[src/rtl/fetch_prefetch_queue_if.sv]
// Instruction memory request/ready bus for the fetch prefetch queue.
// master = fetch side, slave = instruction memory.
interface fetch_prefetch_queue_if;
  logic        imem_req;
  logic [31:0] imem_addr;
  logic        imem_ready;
  logic [31:0] imem_rdata;

  modport master (
    output imem_req,
    output imem_addr,
    input  imem_ready,
    input  imem_rdata
  );

  modport slave (
    input  imem_req,
    input  imem_addr,
    output imem_ready,
    output imem_rdata
  );
endinterface

[src/rtl/fetch_prefetch_queue.sv]
// Fetch stage: sequential PC, imem handshake, prefetch FIFO, redirect flush.
// Define FETCH_PERF_CNT_EN to add perf_fetched / perf_flushed counters.
module fetch_prefetch_queue #(
  parameter int          DEPTH    = 4,
  parameter logic [31:0] RESET_PC = 32'h0000_0000
) (
  input  logic                     clock,
  input  logic                     reset,
  input  logic                     start,
  fetch_prefetch_queue_if.master   imem,
  output logic                     instr_valid,
  output logic [31:0]              instr,
  output logic [31:0]              instr_pc,
  input  logic                     instr_take,
  input  logic                     redirect,
  input  logic [31:0]              redirect_pc,
  output logic [$clog2(DEPTH):0]   count
`ifdef FETCH_PERF_CNT_EN
  ,
  output logic [31:0]              perf_fetched,
  output logic [31:0]              perf_flushed
`endif
);

  localparam int AW = $clog2(DEPTH);
  localparam logic [AW:0] FULL = (AW+1)'(DEPTH);

  typedef enum logic [1:0] {
    IDLE,
    REQ,
    DISCARD
  } state_t;

  typedef struct packed {
    logic [31:0] pc;
    logic [31:0] instr;
  } entry_t;

  state_t        state;
  state_t        state_nx;
  entry_t        mem [DEPTH];
  entry_t        head;
  logic [AW-1:0] rd_ptr;
  logic [AW-1:0] wr_ptr;
  logic [31:0]   fetch_pc;
  logic [31:0]   disc_addr;
  logic [31:0]   new_pc;
  logic          rsp;
  logic          hold;
  logic          push;
  logic          pop;

  assign rsp    = imem.imem_req && imem.imem_ready;
  assign hold   = imem.imem_req && !imem.imem_ready;
  assign push   = rsp && (state == REQ) && !redirect;
  assign pop    = instr_take && (count != '0) && !redirect;
  assign new_pc = {redirect_pc[31:2], 2'b00};

  always_ff @(posedge clock or negedge reset) begin
    if (!reset) begin
      state <= IDLE;
    end else begin
      state <= state_nx;
    end
  end

  always_comb begin
    state_nx = state;
    unique case (state)
      IDLE: begin
        if (!redirect && start) begin
          state_nx = REQ;
        end
      end
      REQ: begin
        if (redirect) begin
          state_nx = hold ? DISCARD : REQ;
        end
      end
      DISCARD: begin
        if (imem.imem_ready) begin
          state_nx = REQ;
        end
      end
      default: state_nx = IDLE;
    endcase
  end

  // DISCARD keeps presenting the abandoned address until memory takes it.
  always_comb begin
    imem.imem_req  = 1'b0;
    imem.imem_addr = fetch_pc;
    unique case (state)
      IDLE: ;
      REQ: begin
        imem.imem_req = (count < FULL);
      end
      DISCARD: begin
        imem.imem_req  = 1'b1;
        imem.imem_addr = disc_addr;
      end
      default: ;
    endcase
  end

  always_ff @(posedge clock or negedge reset) begin
    if (!reset) begin
      count     <= '0;
      rd_ptr    <= '0;
      wr_ptr    <= '0;
      fetch_pc  <= RESET_PC;
      disc_addr <= RESET_PC;
    end else if (redirect) begin
      count    <= '0;
      rd_ptr   <= '0;
      wr_ptr   <= '0;
      fetch_pc <= new_pc;
      if ((state == REQ) && hold) begin
        disc_addr <= fetch_pc;
      end
    end else begin
      if (push) begin
        wr_ptr   <= wr_ptr + AW'(1);
        fetch_pc <= fetch_pc + 32'd4;
      end
      if (pop) begin
        rd_ptr <= rd_ptr + AW'(1);
      end
      case ({push, pop})
        2'b10:   count <= count + (AW+1)'(1);
        2'b01:   count <= count - (AW+1)'(1);
        default: ;
      endcase
    end
  end

  always_ff @(posedge clock) begin
    if (push) begin
      mem[wr_ptr] <= {fetch_pc, imem.imem_rdata};
    end
  end

  assign head        = mem[rd_ptr];
  assign instr_valid = (count != '0);
  assign instr       = instr_valid ? head.instr : '0;
  assign instr_pc    = instr_valid ? head.pc : '0;

`ifdef FETCH_PERF_CNT_EN
  logic [31:0] flush_inc;

  // Flushed entries on redirect plus any response that gets thrown away.
  always_comb begin
    flush_inc = '0;
    if (redirect) begin
      flush_inc = 32'(count);
    end
    if (rsp && (redirect || (state == DISCARD))) begin
      flush_inc = flush_inc + 32'd1;
    end
  end

  always_ff @(posedge clock or negedge reset) begin
    if (!reset) begin
      perf_fetched <= '0;
      perf_flushed <= '0;
    end else begin
      if (push) begin
        perf_fetched <= perf_fetched + 32'd1;
      end
      perf_flushed <= perf_flushed + flush_inc;
    end
  end
`endif

endmodule

[src/flat_wrapper.sv]
// flat-port wrapper written by rule: the top's interface ports become plain ports
module fetch_prefetch_queue_flat 
#(
  parameter int          DEPTH    = 4,
  parameter logic [31:0] RESET_PC = 32'h0000_0000
)
  (clock, reset, start, instr_valid, instr, instr_pc, instr_take, redirect, redirect_pc, count, imem_imem_req, imem_imem_addr, imem_imem_ready, imem_imem_rdata);
  fetch_prefetch_queue_if imem_i ();
  input  logic clock;
  input  logic reset;
  input  logic start;
  output logic instr_valid;
  output logic [31:0] instr;
  output logic [31:0] instr_pc;
  input  logic instr_take;
  input  logic redirect;
  input  logic [31:0] redirect_pc;
  output logic [$clog2(DEPTH):0] count;
  output wire logic [$bits(imem_i.imem_req)-1:0] imem_imem_req;
  output wire logic [$bits(imem_i.imem_addr)-1:0] imem_imem_addr;
  input wire logic [$bits(imem_i.imem_ready)-1:0] imem_imem_ready;
  input wire logic [$bits(imem_i.imem_rdata)-1:0] imem_imem_rdata;
  assign imem_imem_req = imem_i.imem_req;
  assign imem_imem_addr = imem_i.imem_addr;
  assign imem_i.imem_ready = imem_imem_ready;
  assign imem_i.imem_rdata = imem_imem_rdata;
  fetch_prefetch_queue #(.DEPTH(DEPTH), .RESET_PC(RESET_PC)) u_core (.clock(clock), .reset(reset), .start(start), .imem(imem_i), .instr_valid(instr_valid), .instr(instr), .instr_pc(instr_pc), .instr_take(instr_take), .redirect(redirect), .redirect_pc(redirect_pc), .count(count));
endmodule
[config.mk]
export PLATFORM = sky130hd
export DESIGN_NAME = fetch_prefetch_queue_flat
export DESIGN_NICKNAME = d
export VERILOG_FILES = /design/src/rtl/fetch_prefetch_queue_if.sv /design/src/rtl/fetch_prefetch_queue.sv /design/src/flat_wrapper.sv
export SDC_FILE = /design/constraint.sdc
export NUM_CORES = 1
export LEC_CHECK = 0
export ABC_AREA = 0
export CAP_MARGIN = 20
export CORE_ASPECT_RATIO = 1.5
export CORE_UTILIZATION = 59
export DETAILED_ROUTE_END_ITERATION = 10
export PLACE_DENSITY_LB_ADDON = 0.15
export SLEW_MARGIN = 0
export SYNTH_ARGS = -nofsm -noshare
export SYNTH_HDL_FRONTEND = slang
export SYNTH_SLANG_ARGS = --single-unit
[constraint.sdc]
create_clock -name clock -period 10 [get_ports clock]
set_clock_uncertainty 0.15 [all_clocks]
set_input_delay 1.5 -clock clock [delete_from_list [all_inputs] [get_ports clock]]
set_output_delay 1.5 -clock clock [all_outputs]
set_load 0.01 [all_outputs]
==> flow_summary_export.csv <==
group,metric,value,unit
status,status,"complete, no violations",
clock_network,cts_hold_buf,0,
floorplan,core_area,0.0218,mm2
critical_path,arrival,3.33,ns
cells_and_area,final_cell_mix,"edfxtp_1, clkdlybuf4s50_1, dfrtp_1",
global_routing,grt_pass1_vias,7687,
yosys,ys_ff_latch,317,
sta,tns,0,ns
yosys,synth_top_cell_by_area,"edfxtp_1",
drt,drtIter0Drc,500,
global_routing,grt_antenna_before_repair,0,
critical_path,r2r_slack,6.28,ns
sta,maxSlewViolCount,0,
floorplan,row_count,66,
drt,drtPass1Iterations,6,
yosys,synth-compound-area-share,1.95,%
drt,routed-via-count,7220,
clock_network,cts_resized,0,
yosys,synth-simple-area-share,7.47,%
power,powerDensity,234,mW/mm2
job,maxCapViolCount,0,
sta,min_period,4.98,ns
critical_path,worstPathRequired,8.35,ns
critical_path,crit_type,"reg2out",
drt,maxUsedRoutingLayer,"met4",
cells_and_area,diodes,0,
critical_path,crit_fanout,40,
floorplan,fp.dieH,185,um
yosys,synth_xor_area_share,2.20,%
sta,rsz0062_at_grt,"no",
clock_network,cts.sinks,317,
placed_design,dp_hpwl,15.5,mm
yosys,synthCells,769,
drt,dr_wl_met2,13.9,mm
placed_design,gp_congestion,0.860,
drt,wl_per_cell,21.5,um
cells_and_area,fin_nets,1007,
yosys,synth_fa_ha_area_share,1.01,%
sta,setup_viol,0,
sta,period_share,49.8,%
clock_network,cts_root_buf,"clkbuf_16",
global_routing,grt_pass1_wl,41.4,mm
yosys,ys_seq_area_share,69.8,%
yosys,syn_avg_cell_area,17.1,um2
placed_design,place.port_buffers,164,
clock_network,clk_pin_slew_worst_paths,0.06,ns
drt,wl,26.3,mm
floorplan,dieArea,0.0229,mm2
hold_path,hp-class,"reg2reg",
power,ir_worst_vdd,0.149,mV
yosys,synth_edf_count,248,
drt,drt.antenna.violating_nets,0,
clock_network,cts_buffer_depth,3,
yosys,yosysWarnings,0,
global_routing,grtUsageTotal,24.0,%
yosys,synthMuxAreaShare,15.7,%
sta,tightest_slew,1.00,ns
yosys,synth_cell_types,41,
clock_network,cts_tree,"done",
drt,drt-met1-wl,10.7,mm
sta,timing.final.ws_setup,5.02,ns
yosys,ys_top_cells_by_area,"edfxtp_1, dfrtp_1, mux4_2",
global_routing,grt_max_degree,70,
sta,clock.fmax,201,MHz
clock_network,post_cts_buffers,0,
sta,hold_viol,0,
yosys,netlist_area,0.0131,mm2
yosys,yosys_most_used_dff,"edfxtp_1",
cells_and_area,mostFrequentLayoutCell,"edfxtp_1",
power,p_leak,0.00535,uW
critical_path,endpoint_kind,"output pin",
drt,drc,0,
global_routing,globalRoute.totalOverflow,0,
sta,slew_headroom,33.0,%
drt,wl_met3,1.19,mm
clock_network,cts_buffers,28,
cells_and_area,syn2layout_area_growth,21.6,%
sta,hold_slack,0.352,ns
drt,viasPerCell,5.91,
yosys,async_flop_share,21.8,%
yosys,synth_top_family_by_area,"multiplexers",
clock_network,cts_max_level,1,
clock_network,clock_latency,0.53,ns
yosys,synth_top_area_share,56.7,%
placed_design,dp_slack,5.47,ns
floorplan,die_w,124,um
cells_and_area,layout-drive-gt1-share,19.3,%
cells_and_area,nFillCells,1364,
critical_path,critical_path.startpoint_type,"flip-flop",
floorplan,start_util,60.3,%
floorplan,io_pins,171,
[kinds of logic after synthesis]
| kind of cell | Yosys count |
|---|---|
| AND/OR/NAND/NOR | 182 |
| multiplexers | 122 |
| buffers and inverters | 58 |
| flip-flops | 317 |
| other | 1 |
| XOR/XNOR | 33 |
| adder cells (fa/ha/maj) | 10 |
| AO/OA/AOI/OAI | 46 |
[worst max-delay path, cell delays in order, from the launching register on]
cell and delay [ns]:
dfrtp_4 0.75, buf_4 0.73, mux4_2 0.59, and2_1 0.17, clkdlybuf4s50_1 0.51
[cells in the mapped netlist (all sizes together), types with 2 or more instances]
master / instances
mux2: 58
mux2i: 2
or3: 3
a31oi: 2
ha: 9
nand4: 12
nand2: 45
nor3: 13
o21ai: 36
mux4: 62
nor2: 11
nand2b: 2
nand3: 9
and4: 3
buf: 13
xnor2: 29
inv: 11
nor4: 11
and3: 7
edfxtp: 248
clkbuf: 33
dfrtp: 69
xor2: 4
and2: 64
[through the flow]
stage          utilization [%]  total power [uW]  cells  cell area, um2
3_3_place_gp              68.9              2640   1168           15000
6_report                  73.3              3740   1221           16000
4_1_cts                   73.2              3770   1220           16000
5_1_grt                   73.3              3910   1221           16000
2_1_floorplan                -              2230    772           13200
3_5_place_dp              68.9              2680   1168           15000
[routing by layer]
layer  track usage (%)  up-vias
met5                 0        -
met4              6.65        0
met3              2.86       41
met2              42.2      226
met1              31.3     3699
li1                  -     3254
[where the power goes]
group          total [uW]  internal [uW]  switching (uW)
combinational         987            562             426
sequential           1670           1560             108
clock                1090            625             465
[path summary, 6_finish.rpt]
check                                    startpoint              endpoint  cells after the start
worst min-delay path            u_core.disc_addr[2]   u_core.disc_addr[2]                      1
worst max register to register      u_core.state[0]     u_core.mem[2][41]                      6
min in group asynchronous                     reset  u_core.disc_addr[30]                      2
worst max-delay path               u_core.rd_ptr[0]          instr_pc[23]                      4
worst min register to register  u_core.disc_addr[2]   u_core.disc_addr[2]                      1
max in group asynchronous                     reset      u_core.rd_ptr[0]                      2
[layout make-up]
type	instances	area (um2)	area share (%)
clock buffers	40	818	5.12
clock inverters	12	128	0.799
inverters	12	45.0	0.282
multi-input cells	397	3770	23.6
flip-flops and latches	317	9180	57.5
well taps	272	340	2.13
repair buffers	171	1700	10.6
[registers in the layout, indices dropped and copies added, names as in the netlist]
signal	count
u_core.wr_ptr	2
u_core.state	2
u_core.count	3
u_core.mem	248
u_core.disc_addr	30
u_core.fetch_pc	30
u_core.rd_ptr	2
No activity file was read; power rests on OpenSTA's default activity.
